## src/rtl/red_pkg.sv

```systemverilog
// Shared sizing, state encoding and nibble helpers for the red_seq reduction unit.
// Defining RED_FAST_EN switches to two nibble pairs per ACCUM cycle (2-cycle latency).
package red_pkg;

  localparam int NIB_W   = 4;
  localparam int NUM_NIB = 4;
  localparam int ACC_W   = 8;
  localparam int RES_W   = 16;
  localparam int OPR_W   = NIB_W * NUM_NIB;
  localparam int SUM_W   = NIB_W + 1;
  localparam int IDX_W   = $clog2(NUM_NIB);

`ifdef RED_FAST_EN
  localparam int LATENCY = 2;
`else
  localparam int LATENCY = 4;
`endif

  localparam int PAIRS_PER_CYC = NUM_NIB / LATENCY;

  typedef enum logic [1:0] {
    IDLE  = 2'd0,
    ACCUM = 2'd1,
    DONE  = 2'd2
  } state_e;

  function automatic logic [NIB_W-1:0] nib_sel(input logic [OPR_W-1:0] v,
                                               input logic [IDX_W-1:0] i);
    return v[i*NIB_W +: NIB_W];
  endfunction

  function automatic logic [ACC_W-1:0] sext_acc(input logic [SUM_W-1:0] s);
    return {{(ACC_W-SUM_W){s[SUM_W-1]}}, s};
  endfunction

endpackage

```

## src/rtl/nib_pair_sext_add.sv

```systemverilog
// Combinational sum of two signed nibbles, widened by one bit so it never overflows.
// Zero latency, no flow control.
module nib_pair_sext_add
  import red_pkg::*;
(
  input  logic [NIB_W-1:0] a_i,
  input  logic [NIB_W-1:0] b_i,
  output logic [SUM_W-1:0] sum_o
);

  assign sum_o = {a_i[NIB_W-1], a_i} + {b_i[NIB_W-1], b_i};

endmodule

```

## src/rtl/red_seq.sv

```systemverilog
// Iterative signed-nibble reduction of A and B; done pulses LATENCY cycles after start is accepted.
// start is ignored while busy (no queuing); flush aborts and beats start. RED_FAST_EN doubles the step.
module red_seq
  import red_pkg::*;
(
  input  logic             clk,
  input  logic             rst_n,
  input  logic             start,
  input  logic             flush,
  input  logic [OPR_W-1:0] A,
  input  logic [OPR_W-1:0] B,
  output logic             busy,
  output logic             done,
  output logic [RES_W-1:0] Result
);

  state_e             state_q;
  logic [OPR_W-1:0]   a_q;
  logic [OPR_W-1:0]   b_q;
  logic [ACC_W-1:0]   acc_q;
  logic [ACC_W-1:0]   acc_d;
  logic [IDX_W-1:0]   idx_q;
  logic [IDX_W-1:0]   idx_d;
  logic [RES_W-1:0]   result_q;
  logic [RES_W-1:0]   result_d;
  logic               busy_q;
  logic               done_q;
  logic               accept;
  logic               last_pair;

  logic [NIB_W-1:0]   nib_a0;
  logic [NIB_W-1:0]   nib_b0;
  logic [SUM_W-1:0]   pair0_sum;

  assign nib_a0 = nib_sel(a_q, idx_q);
  assign nib_b0 = nib_sel(b_q, idx_q);

  nib_pair_sext_add u_pair0 (
    .a_i   (nib_a0),
    .b_i   (nib_b0),
    .sum_o (pair0_sum)
  );

`ifdef RED_FAST_EN
  logic [IDX_W-1:0]   idx_1;
  logic [NIB_W-1:0]   nib_a1;
  logic [NIB_W-1:0]   nib_b1;
  logic [SUM_W-1:0]   pair1_sum;

  assign idx_1  = idx_q + IDX_W'(1);
  assign nib_a1 = nib_sel(a_q, idx_1);
  assign nib_b1 = nib_sel(b_q, idx_1);

  nib_pair_sext_add u_pair1 (
    .a_i   (nib_a1),
    .b_i   (nib_b1),
    .sum_o (pair1_sum)
  );

  assign acc_d = acc_q + sext_acc(pair0_sum) + sext_acc(pair1_sum);
`else
  assign acc_d = acc_q + sext_acc(pair0_sum);
`endif

  assign idx_d     = idx_q + IDX_W'(PAIRS_PER_CYC);
  assign last_pair = (idx_q == IDX_W'(NUM_NIB - PAIRS_PER_CYC));
  assign result_d  = {{(RES_W-ACC_W){acc_d[ACC_W-1]}}, acc_d};

  // A new reduction may start from IDLE or straight out of DONE; flush always wins.
  assign accept = start && !flush && ((state_q == IDLE) || (state_q == DONE));

  always_ff @(posedge clk or negedge rst_n) begin
    if (!rst_n) begin
      state_q  <= IDLE;
      a_q      <= '0;
      b_q      <= '0;
      acc_q    <= '0;
      idx_q    <= '0;
      result_q <= '0;
      busy_q   <= 1'b0;
      done_q   <= 1'b0;
    end else begin
      done_q <= 1'b0;
      if (accept) begin
        a_q     <= A;
        b_q     <= B;
        acc_q   <= '0;
        idx_q   <= '0;
        state_q <= ACCUM;
        busy_q  <= 1'b1;
      end else begin
        case (state_q)
          ACCUM: begin
            if (flush) begin
              state_q <= IDLE;
              busy_q  <= 1'b0;
            end else begin
              acc_q <= acc_d;
              idx_q <= idx_d;
              if (last_pair) begin
                result_q <= result_d;
                state_q  <= DONE;
                busy_q   <= 1'b0;
                done_q   <= 1'b1;
              end
            end
          end
          default: begin
            state_q <= IDLE;
            busy_q  <= 1'b0;
          end
        endcase
      end
    end
  end

  assign busy   = busy_q;
  assign done   = done_q;
  assign Result = result_q;

endmodule
```

## config.mk

```make
export PLATFORM = sky130hd
export DESIGN_NAME = red_seq
export DESIGN_NICKNAME = d
export VERILOG_FILES = /design/src/rtl/red_pkg.sv /design/src/rtl/nib_pair_sext_add.sv /design/src/rtl/red_seq.sv
export SDC_FILE = /design/constraint.sdc
export NUM_CORES = 1
export LEC_CHECK = 0
export CAP_MARGIN = 20
export CELL_PAD_IN_SITES_DETAIL_PLACEMENT = 0
export CELL_PAD_IN_SITES_GLOBAL_PLACEMENT = 2
export CORE_UTILIZATION = 25
export CTS_BUF_LIST = sky130_fd_sc_hd__clkbuf_16
export DETAILED_ROUTE_END_ITERATION = 10
export GPL_ROUTABILITY_DRIVEN = 1
export PLACE_DENSITY = 0.6
export SETUP_SLACK_MARGIN = 0.15
export SYNTH_ARGS = -nofsm -noshare
export SYNTH_HDL_FRONTEND = slang
export SYNTH_SLANG_ARGS = --single-unit
```

## constraint.sdc

```tcl
create_clock -name clk -period 4.8 [get_ports clk]
set_clock_uncertainty 0.15 [all_clocks]
set_input_delay 0.48 -clock clk [delete_from_list [all_inputs] [get_ports clk]]
set_output_delay 0.48 -clock clk [all_outputs]
set_load 0.005 [all_outputs]
```

==> After elaboration in Yosys (flattened, before gate mapping) <==
Index checks and enable logic that the tools add are counted.
{ "totals": {"reg_bits": 54, "in_bits": 36, "output_inout_bits": 18, "elab_cells": 46} }
{ "op_classes": {"addsub": 3, "n_eq_ne": 5, "shift": 2, "muxes": 18, "bitwise": 2, "reduce_logical": 8} }
{ "ops": {"columns": ["cell", "n"], "rows": [
  ["$shiftx A16 B5 Y4", 2],
  ["$mux W8", 3],
  ["$mux W2", 7],
  ["$add A8 B8 Y8", 1],
  ["$mux W1", 8],
  ["$add A4 B4 Y5", 1],
  ["$eq A2 B2 Y1 const B", 2],
  ["$ne A4 B4 Y1 const B", 1],
  ["$reduce_and A4 Y1", 1],
  ["$add A2 B1 Y2 const B", 1],
  ["$eq A2 B1 Y1 const B", 1],
  ["$logic_and A1 B1 Y1", 2],
  ["$logic_not A2 Y1", 1],
  ["$ne A2 B1 Y1 const B", 1],
  ["$not A1 Y1", 2],
  ["$reduce_and A2 Y1", 1],
  ["$reduce_bool A2 Y1", 1],
  ["$logic_not A1 Y1", 1],
  ["$logic_or A1 B1 Y1", 1]
]} }

==> Depth between registers and ports, before layout <==
{ "logic_depth": {"word_depth": 6, "ltp_mapped": 12, "mapped_depth_nobuf": 11} }

==> Modules after synthesis <==
A second synthesis with hierarchy kept.
{ "hier_totals": {"hier_cells": 203, "area_unflattened_um2": 2645.0} }
{ "modules_own_cells": {"columns": ["module", "n_inst", "cells_per_inst", "area_per_inst_um2", "seq_area_each_um2"], "rows": [
  ["red_seq", 1, 187, 2507.4, 1326.3],
  ["nib_pair_sext_add", 1, 16, 137.6, 0.0]
]} }

==> Worst setup path after synthesis <==
No wires, ideal clock.
{ "synth_path": {"path_kind": "register to register", "start": "reg idx_q[0]", "end": "reg result_q[7] (netlist: Result[7])", "setup_ns": 0.125, "arrival_time_ns": 3.233, "setup_slack_ns": 1.292, "path_stages_with_launch": 13, "path_buffers": 1, "synth_period_minus_slack_ns": 3.508, "path_cell_list": "dfrtp_1 -> buf_2 -> mux4_2 -> ha_1 -> fa_1 -> a211oi_2 -> mux2_4 -> ha_1 -> a21o_1 -> a31o_1 -> a21oi_2 -> xnor2_1 -> mux2_4"} }
{ "synth_between": {"elab_chain_len": 3} }
{ "synth_lines": {"columns": ["item", "line_no", "source"], "rows": [
  ["start, declared", "red_seq.sv:22", "logic [IDX_W-1:0] idx_q;"],
  ["start signal, assigned", "red_seq.sv:99", "idx_q <= idx_d;"],
  ["$shiftx A16 B5 Y4", "red_pkg.sv:29", "return v[i*NIB_W +: NIB_W];"],
  ["$add A4 B4 Y5", "nib_pair_sext_add.sv:11", "assign sum_o = {a_i[NIB_W-1], a_i} + {b_i[NIB_W-1], b_i};"],
  ["$add A8 B8 Y8", "red_seq.sv:62", "assign acc_d = acc_q + sext_acc(pair0_sum);"],
  ["end signal, assigned", "red_seq.sv:101", "result_q <= result_d;"],
  ["end, declared", "red_seq.sv:24", "logic [RES_W-1:0] result_q;"]
]} }
Parallel ways exist; a longest one is shown, timed or not.
A chain may end at the register's enable or synchronous reset.

==> Worst setup path after layout <==
Ends and elaborated chain as after synthesis.

==> reports/results.txt <==
outcome - finished, final reports clean
vias in the first global route - 1,737
critical path's slowest cell - mux4_2
DIE AREA - 11,110 µm²
worst setup path endpoint - Result[7]
total grt overflow - 0
initial antenna violation count - 0
Worst Setup SP - idx_q[0]
number of vias per cell - 4.318
Routed Wire Length - 5339 µm
H-tree depth - 2
clock sinks - 53
synthesized cell area - 2673 µm²
Synth Area in Simple Gates - 4.120%
I/O pin total - 54
XOR/XNOR Fraction of Synth Area - 3.230%
Syn Inst Count - 193
Max Clk Rate - 279.4 MHz
Netlist cell types - 36
Worst-path clk slew - 0.07 ns
Min-Delay Path Class - input pin to asynchronous set/reset pin
flops & latches, synth - 53
maximum clock insertion buffer count - 2
vias - 1,628
commonest non-fill, non-tap cells in the layout - dfrtp_1, clkdlybuf4s50_1, mux2_2
Final Hold Slack - 0.1696 ns
Crit path depth - 11
hold buffer count at cts - 0
Tcrit/Tclk final - 74.56%
r2r startpoint - idx_q[0]
RSZ-0062 raised after global routing - false
Slew @ Worst Pin - 0.6864 ns
final setup violation count - 0
adder-cell share of the synthesized area - 7.116%
CTS root buf - clkbuf_16
delay-heaviest family, CP - multiplexers
area taken by multi-input logic gates - 1226 µm²
LEAKAGE - 1.489 nW
die width - 105.4 µm
gpl congestion - 0.7480
Inserted Clock Buffers - 5
mux cell area share after synthesis - 22.61%
Period minus WS final - 3.579 ns
layout cells sized above 1 - 25.73%
Slew HR - 54.24%
DRT antenna net count - 0
Max Cap Viol - 0
Slew Viols, Final - 0
hpwl dp - 3889 µm
Clock Latency Late Sink - 0.29 ns
detailed-route DRC error count - 0
Max stage delay on crit path - 0.54 ns
CP cell instances - mux4_2, ha_1, fa_1, a211oi_2, mux2_4, ha_1, a21o_1, a31o_1, a21oi_2, xnor2_1, mux2_4
peak supply drop - 0.0003136 V
combinational family with the most area after synthesis - multiplexers
PwrDens - 716.8 nW/µm²
area delta synth->final - 29.03%
Worst Path Required - 4.82 ns
Hold Vio Cnt, Final - 0
Reg2Reg Depth - 11
FF-to-FF setup slack - 1.22 ns
complex-gate fraction of the synthesized area - 8.614%
endpoint arrival time on the critical path - 3.60 ns
n_diodes - 0
syn nets - 243
post-CTS setup buffer count - 0
reg2reg end - Result[7]
pin count of the biggest net entering global routing - 54
crit path capture type - flip-flop
largest fanout on the critical path - 5
average wire per standard cell - 14.16 µm
Buf/Inv on CP - 0
leading cell type in the layout, fill and taps excluded - dfrtp_1
die height - 105.4 µm
Critical Path Start Type - flip-flop
CTS tree - yes
DR iter-0 viols - 25
Seq/Total Area, Yosys - 49.63%
Warnings, synthesis - 0
# rows - 37
Resized Gates After CTS - 0
area of the core - 10,320 µm²
global-route wire length before repair - 9156 µm
Crit Path Category - flip-flop to flip-flop
fillers - 1,036
gr usage total - 10.57%
Fin Setup TNS - 0 ns
Detailed Routing Iterations Pass 1 - 4
Register Area - 1326 µm²
Layout Nets - 290
Buffers on Ports - 53
initial cell density of the core - 25.89%
Avg Inst Size Synth - 13.85 µm²
cell usage after synthesis:
library cell / n / area [µm²]
inv_2: 1 / 3.750
xnor2_1: 6 / 52.55
fa_1: 2 / 40.04
a31oi_1: 1 / 6.260
buf_2: 3 / 15.01
nor2_2: 1 / 6.260
mux4_2: 8 / 180.2
xor2_1: 2 / 17.52
ha_1: 12 / 150.1
a211o_1: 1 / 8.760
dfrtp_1: 53 / 1326
nand3_1: 1 / 5.000
a31o_1: 1 / 8.760
nand3b_1: 1 / 7.510
nor2_1: 2 / 7.510
a21oi_2: 1 / 8.760
mux2_4: 2 / 30.03
nor3b_1: 1 / 7.510
a21o_1: 4 / 30.03
inv_1: 3 / 11.26
nand4_1: 2 / 12.51
a22o_1: 9 / 78.83
o21bai_1: 2 / 15.01
and2_1: 1 / 6.260
nand2_4: 1 / 11.26
and4_1: 1 / 8.760
o32ai_1: 1 / 8.760
buf_4: 12 / 90.09
a21oi_1: 4 / 20.02
o21ai_0: 5 / 25.02
a22oi_1: 1 / 7.510
a211oi_2: 1 / 12.51
clkbuf_2: 1 / 5.000
nand2_1: 10 / 37.54
mux2_2: 35 / 394.1
xor2_2: 1 / 16.27
logic make-up after synthesis:
| group | after synthesis |
|---|---|
| xor gates and xnor gates | 9 |
| buffers and inverters | 20 |
| and+or+nand+nor | 21 |
| muxes | 45 |
| DFF | 53 |
| adders and majority gates | 14 |
| AOI/OAI and AO/OA | 31 |
state kept, by name, summed over array words and instances (netlist names):
register and count:
b_q 16, state_q 2, idx_q 2, acc_q 8, done 1, a_q 16
Result 8
where the power goes:
part,leakage (nW),internal (mW),switching [mW]
logic,0.753,0.722,0.678
clock network,0.0826,0.243,0.157
registers,0.654,0.573,0.0996
total,1.49,1.54,0.934
area by class of cell:
type,count,area share (%)
clock buffer,5,3.628
clock inverter,3,1.089
inverter,4,0.4354
multi-input combinational,120,35.56
sequential,53,38.46
tap,136,4.935
timing repair buffer,56,15.89
stage by stage:
| step | std cells | power [mW] | worst slack (ns) | area [µm²] | util [%] |
|---|---|---|---|---|---|
| floorplan | 193 | 1.750 | 1.292 | 2673 | - |
| global placement | 369 | 2.081 | 1.278 | 3286 | 31.83 |
| detailed placement | 369 | 2.094 | 1.201 | 3286 | 31.83 |
| CTS | 377 | 2.512 | 1.179 | 3448 | 33.40 |
| global route | 377 | 2.695 | 1.008 | 3448 | 33.40 |
| finish | 377 | 2.472 | 1.221 | 3448 | 33.40 |
layer usage:
metal / part of all wire (%) / wire [µm] / up-vias / track usage, %
met5: 0 / 0 / - / 0
met1: 48 / 2576 / 807 / 14.28
li1: - / - / 786 / -
met2: 48 / 2540 / 31 / 17.01
met3: 3.1 / 167 / 4 / 2.226
met4: 1.0 / 55 / 0 / 3.018
how the worst min path moves through the flow:
stage                    from   endpoint  slack (ns)
finish                  rst_n  Result[0]        0.17
global route            rst_n  Result[0]        0.24
CTS                     rst_n  Result[0]        0.20
detailed placement  Result[0]  Result[0]        0.31
global placement    Result[1]  Result[1]        0.30
floorplan               rst_n  Result[0]        0.03
(Power assumes the default switching activity.)
